===== config.mk =====
export PLATFORM = sky130hd
export DESIGN_NAME = end_display_anim
export DESIGN_NICKNAME = d
export VERILOG_FILES = /design/src/rtl/end_display_pkg.sv /design/src/rtl/rect_hit.sv /design/src/rtl/end_display_anim.sv
export SDC_FILE = /design/constraint.sdc
export NUM_CORES = 1
export LEC_CHECK = 0
export BUFFER_PORTS_ARGS = -buffer_cell sky130_fd_sc_hd__buf_2
export CELL_PAD_IN_SITES_DETAIL_PLACEMENT = 1
export CELL_PAD_IN_SITES_GLOBAL_PLACEMENT = 2
export CORE_MARGIN = 1.5
export CORE_UTILIZATION = 40
export DETAILED_ROUTE_END_ITERATION = 8
export PLACE_DENSITY = 0.88
export SYNTH_ARGS = -nofsm -noshare
export SYNTH_HDL_FRONTEND = slang
export SYNTH_HIERARCHICAL = 1
export SYNTH_SLANG_ARGS = --single-unit

===== constraint.sdc =====
create_clock -name clk_in -period 5.8 [get_ports clk_in]
set_input_delay 0 -clock clk_in [delete_from_list [all_inputs] [get_ports clk_in]]
set_output_delay 0 -clock clk_in [all_outputs]
set_load 0.02 [all_outputs]

===== src/rtl/end_display_pkg.sv =====
// Shared types and glyph geometry for the end-of-game display animation.
// Glyph rectangles are stored for the reference panel origin (380,220) and
// shifted by the instance's panel origin through shift_rect().
package end_display_pkg;

    typedef enum logic [1:0] {
        StIdle = 2'd0,
        StGrow = 2'd1,
        StShow = 2'd2
    } state_e;

    typedef struct packed {
        logic [11:0] x;
        logic [11:0] y;
        logic [11:0] w;
        logic [11:0] h;
    } rect_t;

    localparam int RefPanelX = 380;
    localparam int RefPanelY = 220;

    localparam int unsigned NumLoseRects = 2;
    localparam int unsigned NumWinRects  = 4;

    // "L": vertical stroke plus foot.
    localparam rect_t LoseRects [NumLoseRects] = '{
        '{12'd440, 12'd270, 12'd20,  12'd100},
        '{12'd440, 12'd370, 12'd80,  12'd20}
    };

    // "W": two outer strokes, short middle stroke, shared base.
    localparam rect_t WinRects [NumWinRects] = '{
        '{12'd420, 12'd270, 12'd20,  12'd100},
        '{12'd470, 12'd325, 12'd20,  12'd50},
        '{12'd520, 12'd270, 12'd20,  12'd100},
        '{12'd420, 12'd370, 12'd120, 12'd20}
    };

    // Move a reference-origin rectangle to the actual panel origin.
    function automatic rect_t shift_rect(rect_t r, int dx, int dy);
        rect_t s;
        s   = r;
        s.x = 12'(int'(r.x) + dx);
        s.y = 12'(int'(r.y) + dy);
        return s;
    endfunction

endpackage


===== src/rtl/rect_hit.sv =====
// Combinational point-in-rectangle test; left/top inclusive, right/bottom exclusive.
module rect_hit
    import end_display_pkg::*;
(
    input  logic [10:0] px_i,
    input  logic [9:0]  py_i,
    input  rect_t       rect_i,
    output logic        hit_o
);

    logic [12:0] x_end;
    logic [12:0] y_end;
    logic [12:0] px_ext;
    logic [12:0] py_ext;

    // Widen to 13 bits so x+w never wraps.
    always_comb begin
        px_ext = {2'b00, px_i};
        py_ext = {3'b000, py_i};
        x_end  = {1'b0, rect_i.x} + {1'b0, rect_i.w};
        y_end  = {1'b0, rect_i.y} + {1'b0, rect_i.h};
        hit_o  = (px_ext >= {1'b0, rect_i.x}) && (px_ext < x_end) &&
                 (py_ext >= {1'b0, rect_i.y}) && (py_ext < y_end);
    end

endmodule


===== src/rtl/end_display_anim.sv =====
// End-of-game screen: a square panel grows from its centre, then shows a
// win (W) or lose (L) glyph. Output is registered, 2 cycles after hcount/vcount.
// Optional feature: define END_DISPLAY_BLINK_EN to blink the glyph in SHOW.
module end_display_anim
    import end_display_pkg::*;
#(
    parameter int          PANEL_X      = 380,
    parameter int          PANEL_Y      = 220,
    parameter int          PANEL_SIZE   = 200,
    parameter logic [23:0] PANEL_COLOR  = 24'hF4_63_05,
    parameter logic [23:0] GLYPH_COLOR  = 24'hFF_FF_FF,
    parameter int          GROW_STEP    = 10,
    parameter int          BLINK_FRAMES = 30
) (
    input  logic        clk_in,
    input  logic        rst_n_in,
    input  logic [10:0] hcount_in,
    input  logic [9:0]  vcount_in,
    input  logic        new_frame_in,
    input  logic        show_in,
    input  logic        win_in,
    output logic [23:0] color_out,
    output logic        active_out
);

    localparam logic [10:0] HalfMax  = 11'(PANEL_SIZE / 2);
    localparam logic [11:0] CenterX  = 12'(PANEL_X + PANEL_SIZE / 2);
    localparam logic [11:0] CenterY  = 12'(PANEL_Y + PANEL_SIZE / 2);
    localparam logic [11:0] GrowStep = 12'(GROW_STEP);
    localparam int          OffX     = PANEL_X - RefPanelX;
    localparam int          OffY     = PANEL_Y - RefPanelY;

    // Reject geometry that cannot be centred and blink phases that never end.
    if ((PANEL_SIZE % 2) != 0 || BLINK_FRAMES < 1) begin : g_bad_params
        $error("end_display_anim: PANEL_SIZE must be even and BLINK_FRAMES >= 1");
    end

    state_e      state_d, state_q;
    logic [10:0] half_d, half_q;
    logic        win_d, win_q;
    logic [11:0] grow_sum;
    logic        glyph_vis;

    // Next-state: show_in low always wins and clears the animation.
    always_comb begin
        state_d  = state_q;
        half_d   = half_q;
        win_d    = win_q;
        grow_sum = {1'b0, half_q} + GrowStep;
        if (!show_in) begin
            state_d = StIdle;
            half_d  = '0;
        end else begin
            unique case (state_q)
                StIdle: begin
                    state_d = StGrow;
                    win_d   = win_in;
                    half_d  = '0;
                end
                StGrow: begin
                    if (new_frame_in) begin
                        if (grow_sum >= {1'b0, HalfMax}) begin
                            half_d  = HalfMax;
                            state_d = StShow;
                        end else begin
                            half_d = grow_sum[10:0];
                        end
                    end
                end
                StShow: ;
                default: state_d = StIdle;
            endcase
        end
    end

    // Animation state registers.
    always_ff @(posedge clk_in or negedge rst_n_in) begin
        if (!rst_n_in) begin
            state_q <= StIdle;
            half_q  <= '0;
            win_q   <= 1'b0;
        end else begin
            state_q <= state_d;
            half_q  <= half_d;
            win_q   <= win_d;
        end
    end

`ifdef END_DISPLAY_BLINK_EN
    localparam int unsigned BlinkW = (BLINK_FRAMES > 1) ? $clog2(BLINK_FRAMES) : 1;
    localparam logic [BlinkW-1:0] BlinkLast = BlinkW'(BLINK_FRAMES - 1);

    logic [BlinkW-1:0] blink_cnt_d, blink_cnt_q;
    logic              blink_vis_d, blink_vis_q;

    // Held cleared/visible outside SHOW so every SHOW entry starts visible.
    always_comb begin
        blink_cnt_d = blink_cnt_q;
        blink_vis_d = blink_vis_q;
        if (state_d != StShow) begin
            blink_cnt_d = '0;
            blink_vis_d = 1'b1;
        end else if (state_q == StShow && new_frame_in) begin
            if (blink_cnt_q == BlinkLast) begin
                blink_cnt_d = '0;
                blink_vis_d = ~blink_vis_q;
            end else begin
                blink_cnt_d = blink_cnt_q + 1'b1;
            end
        end
    end

    // Blink counter and phase registers.
    always_ff @(posedge clk_in or negedge rst_n_in) begin
        if (!rst_n_in) begin
            blink_cnt_q <= '0;
            blink_vis_q <= 1'b1;
        end else begin
            blink_cnt_q <= blink_cnt_d;
            blink_vis_q <= blink_vis_d;
        end
    end

    assign glyph_vis = blink_vis_q;
`else
    assign glyph_vis = 1'b1;
`endif

    rect_t                   panel_rect;
    logic                    panel_hit;
    logic [NumLoseRects-1:0] lose_hit;
    logic [NumWinRects-1:0]  win_hit;

    // Panel square around the fixed centre; zero half-size gives an empty square.
    always_comb begin
        panel_rect.x = CenterX - {1'b0, half_q};
        panel_rect.y = CenterY - {1'b0, half_q};
        panel_rect.w = {half_q, 1'b0};
        panel_rect.h = {half_q, 1'b0};
    end

    rect_hit u_panel_hit (
        .px_i   (hcount_in),
        .py_i   (vcount_in),
        .rect_i (panel_rect),
        .hit_o  (panel_hit)
    );

    for (genvar i = 0; i < NumLoseRects; i++) begin : g_lose
        localparam rect_t Rect = shift_rect(LoseRects[i], OffX, OffY);
        rect_hit u_rect_hit (
            .px_i   (hcount_in),
            .py_i   (vcount_in),
            .rect_i (Rect),
            .hit_o  (lose_hit[i])
        );
    end

    for (genvar i = 0; i < NumWinRects; i++) begin : g_win
        localparam rect_t Rect = shift_rect(WinRects[i], OffX, OffY);
        rect_hit u_rect_hit (
            .px_i   (hcount_in),
            .py_i   (vcount_in),
            .rect_i (Rect),
            .hit_o  (win_hit[i])
        );
    end

    logic panel_hit_d, panel_hit_q;
    logic glyph_hit_d, glyph_hit_q;
    logic [23:0] color_d, color_q;
    logic        active_d, active_q;

    // Stage 1 qualifies raw hits with the registered state, so a new_frame
    // update only affects pixels sampled after it.
    always_comb begin
        panel_hit_d = (state_q != StIdle) && panel_hit;
        glyph_hit_d = (state_q == StShow) && glyph_vis &&
                      (win_q ? (|win_hit) : (|lose_hit));
    end

    // Stage 2 priority: glyph, then panel, then transparent.
    always_comb begin
        color_d  = '0;
        active_d = 1'b0;
        if (glyph_hit_q) begin
            color_d  = GLYPH_COLOR;
            active_d = 1'b1;
        end else if (panel_hit_q) begin
            color_d  = PANEL_COLOR;
            active_d = 1'b1;
        end
    end

    // Two-stage pixel pipeline.
    always_ff @(posedge clk_in or negedge rst_n_in) begin
        if (!rst_n_in) begin
            panel_hit_q <= 1'b0;
            glyph_hit_q <= 1'b0;
            color_q     <= '0;
            active_q    <= 1'b0;
        end else begin
            panel_hit_q <= panel_hit_d;
            glyph_hit_q <= glyph_hit_d;
            color_q     <= color_d;
            active_q    <= active_d;
        end
    end

    assign color_out  = color_q;
    assign active_out = active_q;

endmodule

==> qor.tcl, run 1 <==
set qor(drc) 0
set qor(cts_post_setup_buffers_inserted) 0
set qor(drt_pre_antenna_iters) 4
set qor(tns_ns) 0
set qor(clk-insertion-delay-late_ns) 0.25
set qor(power.leakage_nw) 9.37
set qor(synth-seq-cells) 17
set qor(holdCritPathClass) {input port to flop}
set qor(cts-htree-levels) 1
set qor(area_growth_pct) 16.7
set qor(max-slew-margin-rel_pct) 42.6
set qor(place_congestion) 0.848
set qor(post_cts_resize_count) 0
set qor(worst_setup_path_endpoint) {panel_hit_q$_DFF_PN0_}
set qor(die_area_sq_um) 37300
set qor(cts.sinks) 17
set qor(synth-seq-area-share_pct) 2.94
set qor(clkSlewWorstSetupHoldPaths_ns) 0.05
set qor(outcome) {finished, final reports clean}
set qor(initial_core_util_pct) 40.6
set qor(layout.filler_cells) 4652
set qor(cts.root.buffer_cell) {sky130_fd_sc_hd__clkbuf_16}
set qor(synthTopCellsByCount) {451 x sky130_fd_sc_hd__ha_1, 211 x sky130_fd_sc_hd__inv_1, 137 x sky130_fd_sc_hd__a21oi_1}
set qor(detail-route-antenna-nets) 0
set qor(num_rows) 69
set qor(synth_most_common_cell) {sky130_fd_sc_hd__ha_1}
set qor(yosys_warnings) 6
set qor(cts_tree) {done}
set qor(postLayoutCellArea_sq_um) 16900
set qor(power_per_cell_area_nw_per_um2) 100
set qor(post_place_cell_area_sq_um) 16800
set qor(portBuffers) 50
set qor(cap_violations) 0
set qor(vias) 13772
set qor(cts_made_buffers) 3
set qor(avgViaCountPerCell) 4.98
set qor(rr_startpoint) {half_q[4]$_DFFE_PN0P_}
set qor(period_needed_ns) 4.66
set qor(syn-instance-count) 1819
set qor(worst-slew-pin-transition_ns) 0.840
set qor(synth_top_cell_area_share_pct) 39.0
set qor(max_stage_delay_ns) 0.56
set qor(worstSetupPathType) {flop to flop}
set qor(hold_buffer_count_at_cts) 2
set qor(clock_tree.buffer_depth) 2
set qor(die_height_um) 193
set qor(fp.dieW_um) 193
set qor(post-dp-hpwl_um) 31800
set qor(maximum_number_of_pins_on_one_net_before_global_route_repair) 20
set qor(syn_area_sq_um) 14500
set qor(drive_gt1_share_pct) 4.21
set qor(final-max-slew-violation-count) 0
set qor(yosys.cell_types.count) 89
set qor(detailedRoute.firstIterationViolations) 326
set qor(grt_first_pass_wirelength_um) 65400
set qor(hold_viol_final) 0
set qor(ratio_of_final_minimum_period_to_clock_period_pct) 80.3
set qor(netlist.top_cell.by_area) {sky130_fd_sc_hd__ha_1}
set qor(wl_per_cell_um) 14.1
set qor(num-nets-final) 2794
set qor(total_detailed_routing_wirelength_um) 38900
set qor(setup.worst_path.end_class) {flop}
set qor(required_ns) 5.99
set qor(critPathMaxFanout) 14
set qor(count_of_antenna_diodes_in_the_layout) 0
set qor(syn-mean-instance-area_sq_um) 7.95
set qor(worst_r2r_endpoint) {panel_hit_q$_DFF_PN0_}
set qor(overflow) 0
set qor(rsz0062_at_grt) {false}
set qor(worst-r2r-cell-count) 15
set qor(setup_violations) 0
set qor(synth-edff-count) 0
set qor(ir_drop_uv) 115
set qor(rrSetupSlack_ns) 1.14
set qor(timing.critical_path.arrival_ns) 4.84
set qor(critical_path.cell_chain) {nor2_1, nand3_1, o21a_1, or2_2, ha_1, or3_1, o22ai_1, xor2_1, ha_1, a21oi_1, nor2b_2, a2111oi_4, nor4b_1, nor4_1, o21a_1}
set qor(io_pins) 51
set qor(cp-startpoint) {half_q[4]$_DFFE_PN0P_}
set qor(worst_setup_path_start_kind) {flop}
set qor(async_sr_flop_fraction_pct) 100
set qor(max_freq_ghz) 0.215
set qor(gr-usage-all-layers_pct) 21.3
set qor(core_area_sq_um) 35600
set qor(worst_clock_skew_ns) 0.00368
set qor(netlist_top_cells_area) {sky130_fd_sc_hd__ha_1 39%, sky130_fd_sc_hd__inv_1 5.5%, sky130_fd_sc_hd__xor2_1 5.0%}
set qor(timing.critical_path.slowest_stage_cell) {sky130_fd_sc_hd__nor4_1}
set qor(yosys_most_used_dff) {sky130_fd_sc_hd__dfrtp_1}
set qor(grt_pass1_vias) 14000
set qor(number_of_antenna_violations_at_the_first_check_in_global_routing) 0
==> final cells by class <==
class                   instances  area [sq um]  area share, %
inverters                     213           800           4.74
well taps                     461           577           3.42
flip-flops and latches         17           425           2.52
clock buffers                   4          78.8          0.467
multi-input cells            2015         14700           87.2
repair buffers                 53           278           1.65
==> flip-flops by register name, summed over array words and instances (netlist names) <==
signal       cells
half_q          10
state_q          2
active_out       1
color_out        1
glyph_hit_q      1
panel_hit_q      1
win_q            1
==> where the power goes <==
part / switching [mW] / leakage (nW) / internal [mW] / total, mW
sequential: 0.00614 / 0.232 / 0.121 / 0.128
combinational: 0.801 / 9.10 / 0.623 / 1.42
clock: 0.0447 / 0.0382 / 0.0933 / 0.138
==> layer usage <==
metal | global-route usage, % | vias to the layer above | share of wire, %
met2 | 40.2 | 69 | 50
met4 | 2.22 | 0 | 1.0
met3 | 0.525 | 20 | 1.1
met5 | 0 | - | 0
met1 | 27.6 | 6483 | 48
li1 | - | 7200 | -
==> worst min path at each step <==
stage                     slack (ns)                endpoint  depth (start not counted)      from
final                          0.003       win_q$_DFFE_PN0P_                          2    win_in
after global routing           0.006       win_q$_DFFE_PN0P_                          2    win_in
after CTS                      0.007       win_q$_DFFE_PN0P_                          2    win_in
after detailed placement       -0.06  state_q[0]$_DFFE_PN0P_                          1  rst_n_in
after global placement         -0.06  state_q[0]$_DFFE_PN0P_                          1  rst_n_in
after floorplan                -0.30    active_out$_DFF_PN0_                          0  rst_n_in
==> layout by cell type, fill, tap and decap left out, types with 48 or more instances in the layout <==
cell,n
sky130_fd_sc_hd__nand2_1,59
sky130_fd_sc_hd__nand2b_1,54
sky130_fd_sc_hd__ha_1,451
sky130_fd_sc_hd__inv_1,211
sky130_fd_sc_hd__xor2_1,83
sky130_fd_sc_hd__o21ai_0,119
sky130_fd_sc_hd__buf_2,50
sky130_fd_sc_hd__a21oi_1,137
sky130_fd_sc_hd__conb_1,460
sky130_fd_sc_hd__o21a_1,48
sky130_fd_sc_hd__a21o_1,59
sky130_fd_sc_hd__nor2_1,97
==> metrics by stage <==
step                utilization [%]  setup WS (ns)  hold WS, ns  cells  power [mW]
CTS                            47.4           1.21      0.00662   2763        1.57
finish                         47.4           1.14      0.00335   2763        1.69
floorplan                         -           2.07       -0.296   2277        1.20
detailed placement             47.1           1.31      -0.0561   2757        1.42
global placement               47.1           1.56      -0.0629   2757        1.38
global route                   47.4          0.937      0.00645   2763        1.94
==> cell families after synthesis <==
kind of cell	Yosys count	share of synthesized area, %
multiplexers	2	0.147
XOR/XNOR	128	7.76
AO/OA/AOI/OAI	569	26.3
other	2	0.0520
flip-flops	17	2.94
buffers and inverters	245	7.21
adder cells (fa/ha/maj)	465	41.0
AND/OR/NAND/NOR	391	14.6
==> critical path, delay by kind of cell, from the launching register on <==
family / cells / cell delay [ns]
AND/OR/NAND/NOR: 7 / 1.99
AO/OA/AOI/OAI: 5 / 1.41
flip-flops: 1 / 0.54
adder cells (fa/ha/maj): 2 / 0.47
XOR/XNOR: 1 / 0.18
Note: power is estimated with default switching activity, not from simulation.
==> inputs of run 2 (changes only) <==
- clock period: 5.8 -> 4.3 ns (I/O delays scaled with it)
==> run 2 against run 1 <==
  * Die area stayed put
  * Largest power group unchanged
  * Clock power is 40% higher
  * Via count is 1.7% higher
  * Routed wire length is 0.19% higher
  * Critical path type unchanged
  * Power is 35% higher
  * Cell count is 0.36% higher
  * Maximum frequency is 15% higher
  * Combinational power is 35% higher
  * First-iteration DRC count is 6.4% lower
  * Cell area is 0.47% higher
  * Largest cell class unchanged
==> qor.tcl, run 2 (synthesis gave the netlist of run 1 again) <==
set qor(setup_violations) 0 ;# unchanged
set qor(detail-route-antenna-nets) 0 ;# unchanged
set qor(overflow) 0 ;# unchanged
set qor(final_cell_count_no_fill) 2773 ;# was 2763
set qor(initial_core_util_pct) 40.6 ;# unchanged
set qor(clk-insertion-delay-late_ns) 0.25 ;# about the same
set qor(final_common_cell) {sky130_fd_sc_hd__conb_1} ;# unchanged
set qor(cp_top_family) {compound AO/OA/AOI/OAI gates} ;# was simple AND/OR/NAND/NOR gates
set qor(setup.worst_path.end_class) {flop} ;# unchanged
set qor(critical_path.cell_chain) {buf_4, nor3_1, xnor2_1, ha_1, o21a_1, o31a_1, o21ai_1, nand2b_1, a31oi_1, xor2_1, ha_1, nand3_1, nor3_1, o31ai_1, a2111oi_1, and3_2, nor4_1, o21a_1} ;# was nor2_1, nand3_1, o21a_1, or2_2, ha_1, or3_1, o22ai_1, xor2_1, ha_1, a21oi_1, nor2b_2, a2111oi_4, nor4b_1, nor4_1, o21a_1
set qor(internal_power_mw) 1.13 ;# was 0.838 mW
set qor(postLayoutCellArea_sq_um) 16900 ;# about the same
set qor(number_of_antenna_violations_at_the_first_check_in_global_routing) 1 ;# was 0
set qor(power.leakage_nw) 9.42 ;# was 9.37 nW
set qor(holdCritPathClass) {input port to flop} ;# unchanged
set qor(die_height_um) 193 ;# unchanged
set qor(critPathBufInv) 1 ;# was 0
set qor(wl_per_cell_um) 14.1 ;# about the same
set qor(post-dp-hpwl_um) 32200 ;# was 31800 um
set qor(timing.critical_path.arrival_ns) 4.21 ;# was 4.84 ns
set qor(required_ns) 4.44 ;# was 5.99 ns
set qor(post_place_cell_area_sq_um) 16800 ;# about the same
set qor(max_freq_ghz) 0.246 ;# was 0.215 GHz
set qor(drt_pre_antenna_iters) 4 ;# unchanged
set qor(total_detailed_routing_wirelength_um) 39000 ;# was 38900 um
set qor(share_comb_of_total_power_pct) 84.2 ;# was 84.3%
set qor(largest-register) {half_q} ;# unchanged
set qor(worstHoldStart) {show_in} ;# was win_in
set qor(grt_first_pass_wirelength_um) 65300 ;# was 65400 um
set qor(avgViaCountPerCell) 5.05 ;# was 4.98
set qor(portBuffers) 50 ;# unchanged
set qor(cts.root.buffer_cell) {sky130_fd_sc_hd__clkbuf_16} ;# unchanged
set qor(utilization_pct) 47.6 ;# was 47.4%
set qor(mostFrequentLayoutCells) {460 x sky130_fd_sc_hd__conb_1, 451 x sky130_fd_sc_hd__ha_1, 211 x sky130_fd_sc_hd__inv_1, 137 x sky130_fd_sc_hd__a21oi_1, 119 x sky130_fd_sc_hd__o21ai_0} ;# unchanged
set qor(outcome) {finished, final reports clean} ;# unchanged
set qor(place_inst) 2766 ;# was 2757
set qor(timing.critical_path.slowest_stage_cell) {sky130_fd_sc_hd__a2111oi_1} ;# was sky130_fd_sc_hd__nor4_1
set qor(num-nets-final) 2804 ;# was 2794
set qor(die_area_sq_um) 37300 ;# unchanged
set qor(worst-slew-pin-transition_ns) 0.701 ;# was 0.840 ns
set qor(area_growth_pct) 17.2 ;# was 16.7%
set qor(max_stage_delay_ns) 0.45 ;# was 0.56 ns
set qor(maximum_number_of_pins_on_one_net_before_global_route_repair) 20 ;# unchanged
set qor(ratio_of_final_minimum_period_to_clock_period_pct) 94.5 ;# was 80.3%
set qor(ir_drop_uv) 124 ;# was 115 uV
set qor(clkSlewWorstSetupHoldPaths_ns) 0.06 ;# was 0.05 ns
set qor(drive_gt1_share_pct) 4.63 ;# was 4.21%
set qor(cp-startpoint) {half_q[3]$_DFFE_PN0P_} ;# was half_q[4]$_DFFE_PN0P_
set qor(count_of_antenna_diodes_in_the_layout) 0 ;# unchanged
set qor(tns_ns) 0 ;# unchanged
set qor(place_congestion) 0.832 ;# was 0.848
set qor(io_pins) 51 ;# unchanged
set qor(critPathMaxFanout) 13 ;# was 14
set qor(layout_top_registers) {half_q: 10 flops, state_q: 2 flops} ;# unchanged
set qor(detailedRoute.firstIterationViolations) 305 ;# was 326
set qor(worst_clock_skew_ns) 0.00278 ;# was 0.00368 ns
set qor(rr_startpoint) {half_q[3]$_DFFE_PN0P_} ;# was half_q[4]$_DFFE_PN0P_
set qor(worstSetupPathType) {flop to flop} ;# unchanged
set qor(cts-htree-levels) 1 ;# unchanged
set qor(power.share.clock_pct) 8.4 ;# was 8.2%
set qor(cts_post_setup_buffers_inserted) 0 ;# unchanged
set qor(psw_mw) 1.15 ;# was 0.852 mW
set qor(period_needed_ns) 4.06 ;# was 4.66 ns
set qor(sequentialPowerShare_pct) 7.3 ;# was 7.5%
set qor(max-slew-margin-rel_pct) 52.1 ;# was 42.6%
set qor(gr-usage-all-layers_pct) 21.2 ;# was 21.3%
set qor(power_per_cell_area_nw_per_um2) 135 ;# was 100 nW/um^2
set qor(worst_setup_path_start_kind) {flop} ;# unchanged
set qor(final-max-slew-violation-count) 0 ;# unchanged
set qor(clock_tree.buffer_depth) 2 ;# unchanged
set qor(cap_violations) 0 ;# unchanged
set qor(vias) 14003 ;# was 13772
set qor(cts.sinks) 17 ;# unchanged
set qor(hold_viol_final) 0 ;# unchanged
set qor(cts_made_buffers) 3 ;# unchanged
set qor(fraction_of_power_spent_switching_nets_pct) 50.4 ;# about the same
set qor(largest_register_ff_count) 10 ;# unchanged
set qor(grt_pass1_vias) 14080 ;# was 14000
set qor(drc) 0 ;# unchanged
set qor(rsz0062_at_grt) {false} ;# unchanged
set qor(num_rows) 69 ;# unchanged
set qor(cts_tree) {done} ;# unchanged
set qor(fp.dieW_um) 193 ;# unchanged
set qor(core_area_sq_um) 35600 ;# unchanged
## run 2: changes by cell type in the layout (fill, tap and decap cells not counted), sizes merged
cell,delta
dlygate4sd3,+1
clkinv,+1
clkbuf,-1
buf,+9
## run 2: worst paths after layout
| path | to | slack [ns] | cells past startpoint |
|---|---|---|---|
| worst max-delay path | panel_hit_q$_DFF_PN0_ | 0.24 | 18 |
| worst min-delay path | state_q[1]$_DFFE_PN0P_ | 0.01 | 2 |
| worst max register to register | panel_hit_q$_DFF_PN0_ | 0.24 | 18 |
| worst min register to register | color_out[19]$_DFF_PN0_ | 0.39 | 0 |
| max in group asynchronous | state_q[1]$_DFFE_PN0P_ | 3.75 | 2 |
| min in group asynchronous | half_q[2]$_DFFE_PN0P_ | 0.24 | 2 |
## run 2: per-layer routing
layer	vias to the layer above	GRT usage, %	share of wire, %
met5	-	0	0.033
met4	2	3.49	1.6
met3	32	0.941	2.1
met2	96	40.4	50
met1	6629	26.6	47
li1	7244	-	-
## run 2: final cells by class
| class | instances | area [sq um] |
|---|---|---|
| fillers | 4665 | 18600 |
| repair buffers | 63 | 355 |
| well taps | 461 | 577 |
| flip-flops and latches | 17 | 425 |
| clock inverters | 1 | 5.00 |
| clock buffers | 3 | 75.1 |
| inverters | 213 | 800 |
| multi-input cells | 2015 | 14700 |
## run 2: stage by stage
stage / hold WS (ns) / total power [mW] / setup slack, ns
floorplan: -0.296 / 1.62 / 0.570
global placement: -0.0536 / 1.86 / 0.457
detailed placement: -0.0427 / 1.93 / 0.271
CTS: 0.00937 / 2.13 / 0.228
global route: 0.0198 / 2.62 / 0.0474
finish: 0.0113 / 2.29 / 0.236
## run 2: worst reg2reg max path, delay by kind of cell, from the launching register on
kind	cells	cell delay, ns
simple gates	6	1.06
compound gates	7	1.26
xor+xnor	2	0.39
flops	1	0.38
fa+ha+maj	2	0.68
buf+inv	1	0.19
## run 2: power by group through the flow
stage / Sequential, mW / Combinational (mW) / Clock, mW
global placement: 0.170 / 1.69 / 0
finish: 0.168 / 1.92 / 0.193
global route: 0.168 / 2.25 / 0.201
CTS: 0.168 / 1.77 / 0.197
floorplan: 0.171 / 1.45 / 0
detailed placement: 0.171 / 1.76 / 0
## run 2: repair_timing
action,in CTS,in global routing
setup endpoints to repair,0,1
hold endpoints to repair,19,0
resized for setup,0,1
hold buffers,3,0
